--- src/rtl/multicycle_control_fsm.sv ---
// multicycle_control_fsm: sequencing controller for the multicycle RV32 datapath.
// Define ILLEGAL_TRAP_EN to send unknown opcodes to a sticky TRAP state instead of retiring them as NOPs.
module multicycle_control_fsm (
    input  logic       clk,
    input  logic       rst_n,
    input  logic [6:0] opcode,
    input  logic [2:0] funct3,
    input  logic [1:0] ALU_flags,
    input  logic       mem_ready,
    output logic       mem_req,
    output logic       MemWrite,
    output logic       AdrSrc,
    output logic       IRWrite,
    output logic       PCWrite,
    output logic       RegWrite,
    output logic [1:0] ALUSrcA,
    output logic [1:0] ALUSrcB,
    output logic [2:0] ALU_op,
    output logic [1:0] Result_src,
    output logic [2:0] ImmSrc,
    output logic       instr_done,
    output logic       illegal_instr
);
    typedef enum logic [3:0] {
        FETCH, DECODE, MEMADR, MEMREAD, MEMWB, MEMWRITE, EXECR, EXECI,
        ALUWB, BRANCH, JAL, JALR, JLINK, LUI, TRAP
    } state_t;

    typedef struct packed {
        logic       req;
        logic       mw;
        logic       adr;
        logic       rw;
        logic [1:0] a;
        logic [1:0] b;
        logic [2:0] op;
        logic [1:0] res;
    } moore_t;

`ifdef ILLEGAL_TRAP_EN
    localparam state_t UNKNOWN_NEXT = TRAP;
`else
    localparam state_t UNKNOWN_NEXT = FETCH;
`endif

    state_t     state_q, state_d;
    moore_t     out_q;
    logic       taken;
    logic [2:0] imm_sel;

    // State-only outputs; anything a state leaves unspecified keeps its reset value.
    function automatic moore_t moore(input state_t s);
        moore_t m;
        m = '{req: 1'b0, mw: 1'b0, adr: 1'b0, rw: 1'b0, a: 2'b00, b: 2'b10, op: 3'b000, res: 2'b10};
        case (s)
            FETCH:    m.req = 1'b1;
            DECODE:   begin m.a = 2'b01; m.b = 2'b01; end
            MEMADR:   begin m.a = 2'b10; m.b = 2'b01; end
            MEMREAD:  begin m.req = 1'b1; m.adr = 1'b1; end
            MEMWB:    begin m.res = 2'b01; m.rw = 1'b1; end
            MEMWRITE: begin m.req = 1'b1; m.mw = 1'b1; m.adr = 1'b1; end
            EXECR:    begin m.a = 2'b10; m.b = 2'b00; m.op = 3'b010; end
            EXECI:    begin m.a = 2'b10; m.b = 2'b01; m.op = 3'b010; end
            ALUWB:    begin m.res = 2'b00; m.rw = 1'b1; end
            BRANCH:   begin m.a = 2'b10; m.b = 2'b00; m.op = 3'b001; m.res = 2'b00; end
            JAL:      begin m.a = 2'b01; m.res = 2'b00; end
            JALR:     begin m.a = 2'b10; m.b = 2'b01; end
            JLINK:    begin m.a = 2'b01; m.rw = 1'b1; end
            LUI:      begin m.a = 2'b11; m.b = 2'b01; end
            default:  ;
        endcase
        return m;
    endfunction

    assign taken = (funct3 == 3'b000 &&  ALU_flags[0]) ||
                   (funct3 == 3'b001 && !ALU_flags[0]) ||
                   (funct3 == 3'b100 &&  ALU_flags[1]) ||
                   (funct3 == 3'b101 && !ALU_flags[1]);

    assign imm_sel = (opcode == 7'b0100011) ? 3'b001 :
                     (opcode == 7'b1100011) ? 3'b010 :
                     (opcode == 7'b1101111) ? 3'b011 :
                     (opcode == 7'b0110111) ? 3'b100 : 3'b000;

    // Next-state selection; memory states hold until mem_ready
    always_comb begin
        state_d = state_q;
        case (state_q)
            FETCH:    state_d = mem_ready ? DECODE : FETCH;
            DECODE: begin
                case (opcode)
                    7'b0000011, 7'b0100011: state_d = MEMADR;
                    7'b0110011: state_d = EXECR;
                    7'b0010011: state_d = EXECI;
                    7'b1100011: state_d = BRANCH;
                    7'b1101111: state_d = JAL;
                    7'b1100111: state_d = JALR;
                    7'b0110111: state_d = LUI;
                    default:    state_d = UNKNOWN_NEXT;
                endcase
            end
            MEMADR:   state_d = (opcode == 7'b0100011) ? MEMWRITE : MEMREAD;
            MEMREAD:  state_d = mem_ready ? MEMWB : MEMREAD;
            MEMWRITE: state_d = mem_ready ? FETCH : MEMWRITE;
            EXECR, EXECI, JAL, LUI: state_d = ALUWB;
            JALR:     state_d = JLINK;
            MEMWB, ALUWB, BRANCH, JLINK: state_d = FETCH;
            default:  state_d = state_q;
        endcase
    end

    // State register plus registered Moore outputs computed from the next state
    always_ff @(posedge clk or negedge rst_n) begin
        if (!rst_n) begin
            state_q <= FETCH;
            out_q   <= moore(FETCH);
        end else begin
            state_q <= state_d;
            out_q   <= moore(state_d);
        end
    end

    // Reset overrides every output combinationally so enables drop without a clock edge.
    assign mem_req    = rst_n && out_q.req;
    assign MemWrite   = rst_n && out_q.mw;
    assign AdrSrc     = rst_n && out_q.adr;
    assign RegWrite   = rst_n && out_q.rw;
    assign ALUSrcA    = rst_n ? out_q.a   : 2'b00;
    assign ALUSrcB    = rst_n ? out_q.b   : 2'b10;
    assign ALU_op     = rst_n ? out_q.op  : 3'b000;
    assign Result_src = rst_n ? out_q.res : 2'b10;
    assign ImmSrc     = (rst_n && state_q != FETCH) ? imm_sel : 3'b000;
    assign IRWrite    = rst_n && state_q == FETCH && mem_ready;
    assign PCWrite    = rst_n && ((state_q == FETCH && mem_ready) || state_q == JAL ||
                                  state_q == JALR || (state_q == BRANCH && taken));
    assign instr_done = rst_n && (state_q == MEMWB || state_q == ALUWB || state_q == JLINK ||
                                  state_q == BRANCH || (state_q == MEMWRITE && mem_ready) ||
                                  (state_q == DECODE && state_d == FETCH));
`ifdef ILLEGAL_TRAP_EN
    assign illegal_instr = rst_n && state_q == TRAP;
`else
    assign illegal_instr = 1'b0;
`endif
endmodule

--- config.mk ---
export PLATFORM = sky130hd
export DESIGN_NAME = multicycle_control_fsm
export DESIGN_NICKNAME = d
export VERILOG_FILES = /design/src/rtl/multicycle_control_fsm.sv
export SDC_FILE = /design/constraint.sdc
export NUM_CORES = 1
export LEC_CHECK = 0
export CAP_MARGIN = 20
export CORE_MARGIN = 3
export CORE_UTILIZATION = 45
export DETAILED_ROUTE_END_ITERATION = 8
export PLACE_DENSITY_LB_ADDON = 0.05
export SETUP_SLACK_MARGIN = 0.02
export SYNTH_ARGS = -nofsm -noshare
export SYNTH_HDL_FRONTEND = slang
export SYNTH_SLANG_ARGS = --single-unit
--- constraint.sdc ---
create_clock -name clk -period 4.5 [get_ports clk]
set_clock_uncertainty 0.1 [all_clocks]
set_input_delay 1.125 -clock clk [delete_from_list [all_inputs] [get_ports clk]]
set_output_delay 1.125 -clock clk [all_outputs]
set_load 0.05 [all_outputs]
### After elaboration in Yosys (flattened, before gate mapping)

Index checks and enable logic that the tools add are counted.

| word-level totals | value |
|---|---|
| bits in registers | 17 |
| input port bits | 15 |
| logic and storage cells | 115 |

| cells by class | value |
|---|---|
| equality and inequality tests | 37 |
| muxes and demuxes | 23 |
| reduce and logical (&&, ||, !) cells | 46 |

Operators by type and width:

| kind | number |
|---|---|
| $eq 4x4->1 const B | 12 |
| $eq 4x3->1 const B | 8 |
| $pmux 4 s8 | 1 |
| $pmux 4 s7 | 1 |
| $mux 3 | 9 |
| $eq 7x6->1 const B | 3 |
| $eq 7x7->1 const B | 3 |
| $logic_and 1x1->1 | 17 |
| $eq 4x2->1 const B | 4 |
| $pmux 2 s2 | 3 |
| $reduce_or 3->1 | 4 |
| $logic_or 1x1->1 | 11 |
| $reduce_or 5->1 | 2 |
| $eq 4x1->1 const B | 2 |
| $logic_not 4->1 | 2 |
| $reduce_or 2->1 | 4 |
| $reduce_or 4->1 | 2 |
| $eq 7x2->1 const B | 1 |
| $eq 7x5->1 const B | 1 |
| $eq 3x3->1 const B | 2 |
| $mux 2 | 3 |
| $pmux 2 s3 | 1 |
| $mux 1 | 5 |
| $reduce_bool 4->1 | 1 |
| 3 further kinds | 4 |

### Depth between registers and ports, before layout

Gate-level depths: netlist of the first run.

| logic depth | value |
|---|---|
| depth in word-level cells | 8 |
| mapped depth | 8 |

### Worst setup path after synthesis of the first run

OpenSTA, ideal clock, no wires.

| timing path | value |
|---|---|
| kind | input-to-output |
| from | input port opcode[1] |
| to | output port ImmSrc[0] |
| arrival | 3.280 ns |
| data required time | 3.275 ns |
| slack | -0.005 ns |
| stages | 3 |
| buffers on the path | 0 |
| cells stage by stage | nand2_1 -> or3b_2 -> nor4b_1 |

| between the ends | value |
|---|---|
| longest elaborated chain between the ends | 5 |
| elaborated cells on any way between the ends | 7 |
| those cells by class | eq/ne (3); mux (4) |

RTL lines:

| what | RTL line | source |
|---|---|---|
| start, declared | 6 | `input logic [6:0] opcode,` |
| $eq 7x7->1 | 82 | `(opcode == 7'b1101111) ? 3'b011 :` |
| $mux 3 | 82 |  |
| $mux 3 | 81 | `(opcode == 7'b1100011) ? 3'b010 :` |
| $mux 3 (*) | 80 | `assign imm_sel = (opcode == 7'b0100011) ? 3'b001 :` |
| $mux 3 (*) | 132 | `assign ImmSrc = (rst_n && state_q != FETCH) ? imm_sel : 3'b000;` |
| end, declared | 20 | `output logic [2:0] ImmSrc,` |

Mark *: on every way between the ends. The rest lies on a longest branch, timed or not.

### Worst setup path in the final report of the first run

| timing path | value |
|---|---|
| from | input port opcode[3] |
| to | output port instr_done |

| between the ends | value |
|---|---|
| longest elaborated chain between the ends | 8 |
| elaborated cells on any way between the ends | 16 |
| those cells by class | eq/ne (8); mux (3); reduce/logical (5) |

RTL lines:

| what | RTL line | source |
|---|---|---|
| $eq 7x6->1 / $eq 7x2->1 (equally long branches) | 91, 102 |  |
| $reduce_or 2->1 | 91 | `case (opcode)` |
| $pmux 4 s7 | 91 |  |
| $pmux 4 s8 (*) | 88 | `case (state_q)` |
| named net state_d[1] | 46 | `state_t state_q, state_d;` |
| $logic_not 4->1 (*) | 138 | `(state_q == DECODE && state_d == FETCH));` |
| $logic_and 1x1->1 (*) | 138 |  |
| $logic_or 1x1->1 (*) | 137 | `state_q == BRANCH \|\| (state_q == MEMWRITE && mem_ready) \|\|` |
| $logic_and 1x1->1 (*) | 136 | `assign instr_done = rst_n && (state_q == MEMWB \|\| state_q == ALUWB \|\| state_q == JLINK \|\|` |
| end, declared | 21 | `output logic instr_done,` |

The timed path passes the listed nets; every way through them passes the cells marked *.

==> impl_metrics.env, run 1 <==
export IMPL_powerDensity_nw_per_um2=218
export IMPL_drc_errors=0
export IMPL_p_leak_nw=0.767
export IMPL_wl_met3_um=162
export IMPL_syn_area_um2=1220
export IMPL_rsz0062_at_grt="false"
export IMPL_overflow=0
export IMPL_hold_viol_final=0
export IMPL_cp_slowest_cell="clkdlybuf4s50_1"
export IMPL_start_util_pct=48.5
export IMPL_antenna_cells=0
export IMPL_setup_violations_final=0
export IMPL_via_per_inst=5.60
export IMPL_wl_met1_um=1220
export IMPL_place_gp_congestion=0.901
export IMPL_synth_top_family_by_area="simple AND/OR/NAND/NOR gates"
export IMPL_netlist_instances=140
export IMPL_dpl_cell_area_um2=1760
export IMPL_post_route_period_util_pct=95.8
export IMPL_synthSimpleGateAreaFrac_pct=32.3
export IMPL_grt_pass1_wl_um=4800
export IMPL_synth_edf_count=0
export IMPL_maxSlewViolCount=0
export IMPL_slew_limit_headroom_pct=57.5
export IMPL_muxShareOfSynthArea_pct=0.818
export IMPL_synth_cell_types=51
export IMPL_wire_per_inst_um=13.1
export IMPL_synth_seq_area_share_pct=33.0
export IMPL_clk_pin_slew_ns=0.08
export IMPL_crit_fanout=7
export IMPL_grt_usage_pct=17.9
export IMPL_fp_coreArea_um2=2520
export IMPL_placed_cells=202
export IMPL_dp_hpwl_um=2130
export IMPL_synth_compound_area_share_pct=23.5
export IMPL_drive_gt1_share_pct=29.1
export IMPL_drtPass1Iterations=4
export IMPL_ys_top_cells_by_area="dfrtp_1 27%, dfstp_2 6.4%, and2_1 6.1%, o21ai_0 3.3%, nand2_1 3.1%"
export IMPL_cts_htree_levels=1
export IMPL_cap_violations=0
export IMPL_grt_pass1_vias=1106
export IMPL_final_antenna_net_count=0
export IMPL_cts_tree="yes"
export IMPL_critical_path_top_delay_family="compound AO/OA/AOI/OAI gates"
export IMPL_die_w_um=58.1
export IMPL_slowest_delay_ns=0.51
export IMPL_crit_buf_inv=3
export IMPL_ir_drop_uv=289
export IMPL_synth_area_per_cell_um2=8.74
export IMPL_status="complete, no violations"
export IMPL_wl_met2_um=1330
export IMPL_yosysTopAreaCellShare_pct=26.6
export IMPL_fmax_mhz=232
export IMPL_die_area_um2=3380
export IMPL_num_rows=18
export IMPL_criticalPathCategory="input port to output pin"
export IMPL_tightest_slew_ns=0.632
export IMPL_yosysWarningCount=0
export IMPL_clock_sinks=16
export IMPL_mostFrequentLayoutCells="17 x buf_12, 14 x buf_4, 13 x dfrtp_1"
export IMPL_syn_to_final_growth_pct=50.4
export IMPL_clockRootBuffer="clkbuf_4"
export IMPL_fin_crit_ns=4.31
export IMPL_synthAdderAreaFrac_pct=0
export IMPL_antenna_found_initial=0
export IMPL_arrival_ns=3.09
export IMPL_nNetsFinal=195
export IMPL_drt_total_wl_um=2730
export IMPL_synth_xor_area_share_pct=2.15
export IMPL_grt_max_degree=33
export IMPL_synth_top_flop_cell="dfrtp_1"
export IMPL_synth_seq_cells=16
export IMPL_worstHoldPathType="flop to flop"
export IMPL_synth_largest_area_cell="dfrtp_1"
export IMPL_num_vias=1171
export IMPL_clock_latency_ns=0.28
export IMPL_async_reset_ff_share_pct=100
export IMPL_crit_path_start_kind="input port"
export IMPL_required_ns=3.27
export IMPL_port_buffers=32
export IMPL_path_cells="clkdlybuf4s50_1 -> nand3b_1 -> o311ai_4 -> o211a_4 -> clkinv_4 -> o32ai_4 -> and2_4 -> buf_12"
export IMPL_io_pins=35
export IMPL_cts_made_buffers=3
export IMPL_finalNonFillerCells=209
export IMPL_die_h_um=58.1
export IMPL_holdBufCountCts=0
export IMPL_layout_commonest_cell="buf_12"
export IMPL_fin_area_um2=1840
export IMPL_highest_layer="met4"
export IMPL_end_kind="output pin"
export IMPL_clock_path_buffers=2
export IMPL_dr_first_iter_drc_count=31
-- cell type report --
type / instances / area [um2]
Multi-Input combinational cell: 109 / 754
Fill cell: 182 / 682
Timing Repair Buffer: 45 / 584
Sequential cell: 16 / 404
Tap cell: 30 / 37.5
Clock buffer: 4 / 36.3
Inverter: 5 / 23.8
-- worst paths after layout --
path,start,to,cells past startpoint,slack [ns]
worst min register to register,state_q[2],out_q[0],2,0.70
worst max-delay path,opcode[3],instr_done,8,0.19
worst min-delay path,state_q[2],out_q[0],2,0.70
max in group asynchronous,rst_n,out_q[6],2,2.86
min in group asynchronous,rst_n,out_q[9],2,1.15
worst max register to register,state_q[0],out_q[7],8,2.03
-- stage by stage --
step	hold WS (ns)	setup TNS, ns	utilization [%]	worst slack, ns	power [mW]
floorplan	0.438	0	-	0.105	0.249
global placement	0.678	0	69.8	0.0453	0.306
detailed placement	0.686	-0.0704	69.8	-0.0704	0.309
CTS	0.698	0	72.6	0.0447	0.404
global route	0.748	0	73.0	0.0926	0.424
finish	0.701	0	73.0	0.189	0.400
-- synth_stat cells, types with 3 or more instances --
cell,instances
a21o_1,3
a21oi_1,5
and2_1,12
buf_4,4
clkbuf_1,4
dfrtp_1,13
dfstp_2,3
inv_1,3
nand2_1,10
nand2b_1,4
nand3_1,3
nor2_1,9
nor2b_1,5
nor3_1,5
nor3b_1,3
o21ai_0,8
xor2_1,3
-- worst reg2reg max path, stage by stage (launching register included) --
cell      delay [ns]
dfrtp_1         0.58
or4b_4          0.57
or2_1           0.26
o211a_4         0.27
clkinv_4        0.05
buf_4           0.16
a21oi_2         0.04
o21bai_1        0.16
a21o_1          0.17
-- logic make-up after synthesis --
logic type             after synthesis
AO/OA/AOI/OAI                       36
XOR/XNOR                             3
buffers and inverters               16
flip-flops                          16
multiplexers                         1
other                                1
AND/OR/NAND/NOR                     67
-- flip-flops by register name, indices dropped and copies added, names as in the netlist --
register / count
out_q: 12
state_q: 4
-- repair_timing --
action | CTS | global route
resized for setup | 6 | 1
setup buffers | 2 | 1
setup endpoints to repair | 1 | 1
pin swaps | 3 | 3
-- per-layer routing --
metal,track usage [%],up-vias
li1,-,578
met1,24.0,550
met2,28.7,41
met3,4.68,2
met4,4.64,0
met5,0,-
-- report_power, final --
group	total (mW)	internal (mW)	switching, mW
Combinational	0.149	0.0701	0.0792
Sequential	0.162	0.155	0.00764
Clock	0.0889	0.0492	0.0396
Total	0.400	0.274	0.126
Note: power is estimated with default switching activity, not from simulation.
==> inputs of run 2 (changes only) <==
--- a/config.mk
+++ b/config.mk
@@ -9,6 +9,7 @@
 export CORE_MARGIN = 3
 export CORE_UTILIZATION = 45
 export DETAILED_ROUTE_END_ITERATION = 8
+export HOLD_SLACK_MARGIN = 0.06
 export PLACE_DENSITY_LB_ADDON = 0.05
 export SETUP_SLACK_MARGIN = 0.02
 export SYNTH_ARGS = -nofsm -noshare
==> results of run 2 <==
Final layout, timing and power as in run 1 (identical DEF).
==> inputs of run 3 (changes only) <==
--- a/config.mk
+++ b/config.mk
@@ -9,6 +9,7 @@
 export CORE_MARGIN = 3
 export CORE_UTILIZATION = 45
 export DETAILED_ROUTE_END_ITERATION = 8
+export DONT_BUFFER_PORTS = 1
 export HOLD_SLACK_MARGIN = 0.06
 export PLACE_DENSITY_LB_ADDON = 0.05
 export SETUP_SLACK_MARGIN = 0.02
==> impl_metrics.env, run 3 (same netlist as run 1, synthesis figures left out) <==
export IMPL_slew_limit_headroom_pct=44.7
export IMPL_antenna_cells=0
export IMPL_final_antenna_net_count=0
export IMPL_cp_startpoint="opcode[2]"
export IMPL_die_h_um=58.1
export IMPL_cts_made_buffers=3
export IMPL_holdBufCountCts=0
export IMPL_overflow=0
export IMPL_crit_path_start_kind="input port"
export IMPL_holdWs_ns=0.429
export IMPL_regArea_um2=404
export IMPL_critical_path_top_delay_family="compound AO/OA/AOI/OAI gates"
export IMPL_regToRegStartpoint="state_q[0]"
export IMPL_antenna_found_initial=0
export IMPL_p_leak_nw=0.516
export IMPL_powerDensity_nw_per_um2=267
export IMPL_grt_usage_pct=16.5
export IMPL_drive_gt1_share_pct=18.7
export IMPL_largest_reg_flops=12
export IMPL_tightest_slew_ns=0.825
export IMPL_top_regs="out_q x12, state_q x4"
export IMPL_wire_per_inst_um=14.9
export IMPL_rsz0062_at_grt="false"
export IMPL_maxSlewViolCount=0
export IMPL_post_cts_setup_buffer_count=0
export IMPL_mostFrequentLayoutCells="13 x dfrtp_1, 12 x and2_1, 10 x nand2_1"
export IMPL_clockRootBuffer="clkbuf_4"
export IMPL_cts_htree_levels=1
export IMPL_grt_pass1_wl_um=4380
export IMPL_num_vias=993
export IMPL_arrival_ns=2.94
export IMPL_ir_drop_uv=231
export IMPL_multi_input_comb_area_um2=744
export IMPL_fmax_mhz=240
export IMPL_required_ns=3.27
export IMPL_cap_violations=0
export IMPL_slowest_delay_ns=0.56
export IMPL_n_fill_cell=255
export IMPL_cts_tree="yes"
export IMPL_start_util_pct=48.5
export IMPL_port_buffers=0
export IMPL_setup_violations_final=0
export IMPL_tns_ns=0
export IMPL_clock_sinks=16
export IMPL_layout_commonest_cell="dfrtp_1"
export IMPL_grt_pass1_vias=934
export IMPL_via_per_inst=5.88
export IMPL_post_route_period_util_pct=92.6
export IMPL_clock_path_buffers=2
export IMPL_grt_max_degree=34
export IMPL_dp_hpwl_um=1920
export IMPL_clk_pin_slew_ns=0.08
export IMPL_criticalPathCategory="input port to output pin"
export IMPL_io_pins=35
export IMPL_path_cells="or4b_4 -> o311ai_4 -> o211a_4 -> clkinv_4 -> o32ai_1 -> and2_1 -> buf_4"
export IMPL_clock_latency_ns=0.28
export IMPL_status="complete, no violations"
export IMPL_die_w_um=58.1
export IMPL_hold_viol_final=0
export IMPL_die_area_um2=3380
export IMPL_nNetsFinal=155
export IMPL_fin_crit_ns=4.17
export IMPL_largest_register="out_q"
export IMPL_crit_fanout=11
export IMPL_drc_errors=0
export IMPL_place_gp_congestion=0.825
export IMPL_dr_first_iter_drc_count=35
export IMPL_syn_to_final_growth_pct=4.91
export IMPL_fp_coreArea_um2=2520
export IMPL_worstHoldPathType="input port to asynchronous set/reset pin"
export IMPL_end_kind="output pin"
export IMPL_num_rows=18
export IMPL_drt_total_wl_um=2520
export IMPL_drtPass1Iterations=4
export IMPL_crit_buf_inv=2
export IMPL_cts_resized=0
export IMPL_cp_slowest_cell="or4b_4"
==> run 3: cell count changes in the layout (fill, tap and decap cells not counted), moves of 3 or more <==
cell	change
buf_12	-17
buf_4	-9
dlygate4sd2_1	-3
clkdlybuf4s50_1	-10
==> run 3: metal layers <==
layer	share of wire, %	GRT usage, %	routed length [um]	vias up
met5	0	0	0	-
met4	0.40	2.98	10	0
met3	7.6	5.57	192	2
met2	45	25.8	1140	28
met1	47	22.4	1180	468
li1	-	-	-	495
==> run 3: worst reg2reg max path, delay by kind of cell (launching register included) <==
kind | cells | cell delay, ns
compound gates | 4 | 0.65
buf+inv | 1 | 0.09
simple gates | 2 | 0.83
flops | 1 | 0.58
==> run 3: cell type report <==
class / count / area share (%)
inverter: 5 / 1.85
multi-input combinational: 109 / 58.0
clock buffer: 4 / 2.83
sequential: 16 / 31.5
tap: 30 / 2.92
timing repair buffer: 5 / 2.92
==> run 3: worst paths after layout <==
path	cells past startpoint	slack, ns	to
max in group asynchronous	0	3.69	out_q[6]
min in group clk	2	0.70	out_q[0]
hold reg to reg	2	0.70	out_q[0]
setup / recovery	7	0.33	instr_done
hold / removal	0	0.43	out_q[2]
setup reg to reg	7	2.15	out_q[7]
==> run 3: report_power, final <==
| part | internal (mW) | switching, mW |
|---|---|---|
| Combinational | 0.0301 | 0.0598 |
| Sequential | 0.155 | 0.00747 |
| Clock | 0.0492 | 0.0412 |
| Total | 0.234 | 0.108 |
==> run 3: per-stage QoR <==
step | utilization [%] | cells | worst slack, ns | area [um2] | total power, mW
after CTS | 50.9 | 169 | 0.347 | 1280 | 0.348
after global placement | 49.5 | 165 | 0.385 | 1250 | 0.255
after floorplan | - | 141 | 0.105 | 1230 | 0.249
after detailed placement | 49.5 | 165 | 0.350 | 1250 | 0.255
final | 50.9 | 169 | 0.331 | 1280 | 0.342
after global routing | 50.9 | 169 | 0.286 | 1280 | 0.365
